[src/rtl/timer_ctrl.sv]
// Launch/pause/abort controller for an external up-counting timer.
// Counts expiries and optionally auto-reloads with the period latched at launch.
module timer_ctrl #(
  parameter int WIDTH = 16,
  parameter int CNT_W = 8
) (
  input  logic             i_clock,
  input  logic             i_reset,
  input  logic             i_start,
  input  logic             i_stop,
  input  logic             i_abort,
  input  logic             i_periodic,
  input  logic [WIDTH-1:0] i_period,
  input  logic [WIDTH-1:0] i_t_out,
  output logic             o_t_en,
  output logic             o_t_clr,
  output logic             o_busy,
  output logic             o_paused,
  output logic             o_done,
  output logic [CNT_W-1:0] o_expire_cnt,
  output logic             o_err
);

  typedef enum logic [1:0] {S_IDLE, S_CLEAR, S_RUN, S_PAUSE} state_t;

  state_t           r_state, w_state_nxt;
  logic [WIDTH-1:0] r_period_q;
  logic             r_periodic_q;
  logic             r_t_clr;
  logic             r_done;
  logic             r_err;
  logic [CNT_W-1:0] r_expire_cnt;

  logic w_at_term, w_expire, w_launch, w_refuse, w_t_en;

  assign w_at_term = (i_t_out == r_period_q);

  // Priority in RUN: abort > expiry > stop; enable drops in any cycle that leaves RUN
  // so the timer never runs past period_q or moves while pausing/aborting.
  always_comb begin
    w_state_nxt = r_state;
    w_t_en      = 1'b0;
    w_expire    = 1'b0;
    w_launch    = 1'b0;
    w_refuse    = 1'b0;
    case (r_state)
      S_IDLE: begin
        if (i_start) begin
          if (i_period != '0) begin
            w_launch    = 1'b1;
            w_state_nxt = S_CLEAR;
          end else begin
            w_refuse = 1'b1;
          end
        end
      end
      S_CLEAR: w_state_nxt = i_abort ? S_IDLE : S_RUN;
      S_RUN: begin
        if (i_abort) begin
          w_state_nxt = S_IDLE;
        end else if (w_at_term) begin
          w_expire    = 1'b1;
          w_state_nxt = r_periodic_q ? S_CLEAR : S_IDLE;
        end else if (i_stop) begin
          w_state_nxt = S_PAUSE;
        end else begin
          w_t_en = 1'b1;
        end
      end
      S_PAUSE: begin
        if (i_abort)      w_state_nxt = S_IDLE;
        else if (i_start) w_state_nxt = S_RUN;
      end
      default: w_state_nxt = S_IDLE;
    endcase
  end

  // t_clr is a dedicated flop tracking entry into CLEAR, not a state decode.
  always_ff @(posedge i_clock) begin
    if (i_reset) begin
      r_state      <= S_IDLE;
      r_period_q   <= '0;
      r_periodic_q <= 1'b0;
      r_t_clr      <= 1'b0;
      r_done       <= 1'b0;
      r_err        <= 1'b0;
      r_expire_cnt <= '0;
    end else begin
      r_state <= w_state_nxt;
      r_t_clr <= (w_state_nxt == S_CLEAR);
      r_done  <= w_expire;
      r_err   <= w_refuse;
      if (w_expire) r_expire_cnt <= r_expire_cnt + 1'b1;
      if (w_launch) begin
        r_period_q   <= i_period;
        r_periodic_q <= i_periodic;
      end
    end
  end

  assign o_t_en       = w_t_en;
  assign o_t_clr      = r_t_clr;
  assign o_busy       = (r_state != S_IDLE);
  assign o_paused     = (r_state == S_PAUSE);
  assign o_done       = r_done;
  assign o_err        = r_err;
  assign o_expire_cnt = r_expire_cnt;

endmodule

[config.mk]
export PLATFORM = sky130hd
export DESIGN_NAME = timer_ctrl
export DESIGN_NICKNAME = d
export VERILOG_FILES = /design/src/rtl/timer_ctrl.sv
export SDC_FILE = /design/constraint.sdc
export NUM_CORES = 1
export LEC_CHECK = 0
export ABC_CLOCK_PERIOD_IN_PS = 2990
export BUFFER_PORTS_ARGS = -buffer_cell sky130_fd_sc_hd__buf_2
export CAP_MARGIN = 20
export CORE_MARGIN = 4
export CORE_UTILIZATION = 52
export DETAILED_ROUTE_END_ITERATION = 7
export PLACE_DENSITY = 0.91
export REMOVE_ABC_BUFFERS = 1
export SYNTH_ARGS = -nofsm -noshare
export SYNTH_HDL_FRONTEND = slang
export SYNTH_SLANG_ARGS = --single-unit
[constraint.sdc]
create_clock -name i_clock -period 2.99 [get_ports i_clock]
set_clock_uncertainty 0.1 [all_clocks]
set_input_delay 0.299 -clock i_clock [delete_from_list [all_inputs] [get_ports i_clock]]
set_output_delay 0.299 -clock i_clock [all_outputs]
set_load 0.05 [all_outputs]
==> flow_summary.yaml <==
outcome:
  outcome: "finished, final reports clean"
synth:
  synth_cells: 154
  ys_seq_elements: 30
  yosys.area.top_type_share: 0.4207
  synthSimpleGateAreaFrac: 0.2401
  yosys-top-cells-area: "dfxtp_1 (42%), mux2i_1 (12%), xor2_1 (9.8%)"
  ys_types: 29
  synth-edff-count: 0
  netlist_area_sq_mm: 0.001428
  avgSynthCellArea_sq_um: 9.270
  synthAdderAreaFrac: 0.008764
  seq_area_frac_synth: 0.4207
  synth_compound_area_frac: 0.04557
  synthTopCellsByCount: "dfxtp_1 (30), nor2_1 (24), mux2i_1 (17)"
  synth_xor_area_frac: 0.09816
  synth_top_family_by_area: "simple AND/OR/NAND/NOR gates"
  async_reset_ff_frac: 0
  muxShareOfSynthArea: 0.1507
  synth_most_common_cell: "dfxtp_1"
  ys.flop_type: "dfxtp_1"
  yosysTopAreaCell: "dfxtp_1"
  ys_warn_count: 0
global_routing:
  gr-total-overflow: 0
  gr-usage-met3: 0.06383
  grt_max_degree: 36
  grt_pass1_vias: 1163
  grt_pass1_wl_microns: 4899
  grt_antenna_before_repair: 0
  grt_usage: 0.1835
  top_usage_layer: "met2"
  gr-usage-met2: 0.2948
  grtUsageMet1: 0.2123
clock_tree:
  htreeDepth: 2
  cts-root-buf: "clkbuf_4"
  worstSkewPairLatency_ns: 0.32
  numCtsBuffers: 5
  clock-sinks: 30
  cts_setup_buffers: 0
  clkTransAtPathRegs_ns: 0.09
  cts.repair.resized: 0
  holdBufCountCts: 0
  cts_tree: "yes"
  clock_path_buffers: 2
timing:
  fin_crit_sh: 0.8579
  finalSetupTns_ns: 0
  max-slew-margin-rel: 0.6077
  finalSetupViolCount: 0
  rsz0062_at_grt: "false"
  finalCriticalPeriod_ns: 2.565
  hold_viol: 0
  worst_pin_slew_ns: 0.5884
  slew_violations: 0
  timing.fmax_ghz: 0.3898
routing:
  dr.first_iter.drc_count: 62
  vias: 1282
  drcViolationCount: 0
  dr.pass1.iters: 4
  antenna_left: 0
  drt_wl_total_microns: 3167
  wl_per_cell_microns: 13.36
  via_per_inst: 5.409
floorplanning:
  rows: 18
  die_y_microns: 60.40
  fp.dieArea_sq_mm: 0.003648
  num_io_pins: 52
  start_util: 0.5610
  die_w_microns: 60.40
  core_area_sq_mm: 0.002545
layout:
  synthToLayoutAreaGrowth_pct: 24.01
  antennaDiodeCount: 0
  drive_above_1_share: 0.3043
  final_nets: 245
critical_path:
  critPathLaunch: "r_period_q[9]$_SDFFE_PP0P_"
  cp_max_fo: 17
  crit_path_end_kind: "primary output"
  r2r-end: "o_expire_cnt[5]$_SDFFE_PP0P_"
  crit_type: "reg2out"
  crit_required_ns: 2.59
  r2r-start: "r_period_q[9]$_SDFFE_PP0P_"
  critPathArrivalTime_ns: 2.17
  rr_worst_depth: 5
  r2r_setup_slack_ns: 0.66
  start_kind: "flip-flop"
power_and_ir_drop:
  peakVddDrop_mv: 0.3996
  power_density_mw_per_mm2: 476.3
  finalPower_uw: 843.3
  power_leakage_nw: 0.8794
hold_path:
  holdCritPathClass: "in2reg"
  hold_path_end: "r_state[1]$_SDFF_PP0_"
  worst_hold_path.num_cells: 2
  hp-start: "i_abort"
run:
  maxCapViolCount: 0
placement:
  dp_hpwl_microns: 2373
  io_buffer_count: 51
  place_congestion: 0.8254
## how the worst max path moves through the flow
| stage | to | slack [ns] | depth (start not counted) |
|---|---|---|---|
| 2_1_floorplan | o_t_en | 0.65 | 4 |
| 3_3_place_gp | o_expire_cnt[5]$_SDFFE_PP0P_ | 0.62 | 6 |
| 3_5_place_dp | o_expire_cnt[5]$_SDFFE_PP0P_ | 0.59 | 6 |
| 4_1_cts | o_t_en | 0.40 | 5 |
| 5_1_grt | o_t_en | 0.25 | 5 |
| 6_report | o_t_en | 0.42 | 5 |
## cell families (layout without fill, tap and decap cells)
logic type | count (synthesis) | count (layout)
AND/OR/NAND/NOR | 64 | 64
flip-flops | 30 | 30
multiplexers | 21 | 21
XOR/XNOR | 16 | 16
buffers and inverters | 11 | 64
AO/OA/AOI/OAI | 11 | 11
adder cells (fa/ha/maj) | 1 | 1
## where the power goes
part | internal, mW | switching, mW | total [mW]
logic | 0.0547 | 0.0629 | 0.118
registers | 0.417 | 0.0115 | 0.429
clock network | 0.161 | 0.136 | 0.297
## routing by layer
layer / routed length (microns) / vias up
met5: 0 / -
met4: 104 / 0
met3: 331 / 11
met2: 1412 / 61
met1: 1318 / 561
li1: - / 649
## cells in the final DEF (no fill, tap or decap), drive strengths merged, types with 6 or more instances in the layout
cell type / netlist / layout
a21oi: 6 / 6
buf: 3 / 52
clkbuf: 4 / 8
dfxtp: 30 / 30
mux2i: 17 / 17
nor2: 24 / 24
nor4: 11 / 11
xor2: 16 / 16
## sequential cells by signal, indices dropped and copies added (netlist names)
name and cells:
o_t_clr 1, r_periodic_q 1, r_state 2, o_err 1, r_period_q 16, o_done 1
o_expire_cnt 8
## critical path, stage by stage (launching register included)
cell and delay, ns:
dfxtp_1 0.33, xor2_1 0.16, nor4_1 0.45, nand4_2 0.40
nor3b_1 0.27, buf_2 0.23
## final cells by class
cell class | count | area [sq um]
fillers | 208 | 774.5
clock buffers | 8 | 78.83
repair buffers | 52 | 262.8
multi-input cells | 113 | 775.7
inverters | 4 | 15.01
well taps | 30 | 37.54
flip-flops and latches | 30 | 600.6
## through the flow
step	hold slack, ns	instances	setup WS (ns)	utilization	area, sq um
detailed placement	0.3763	229	0.5855	0.6647	1692
finish	0.07851	237	0.4248	0.6957	1770
CTS	0.06822	237	0.4022	0.6957	1770
floorplan	0.2681	147	0.6536	-	1391
global route	0.07680	237	0.2541	0.6957	1770
global placement	0.3676	229	0.6207	0.6647	1692
No activity file was read; power rests on OpenSTA's default activity.
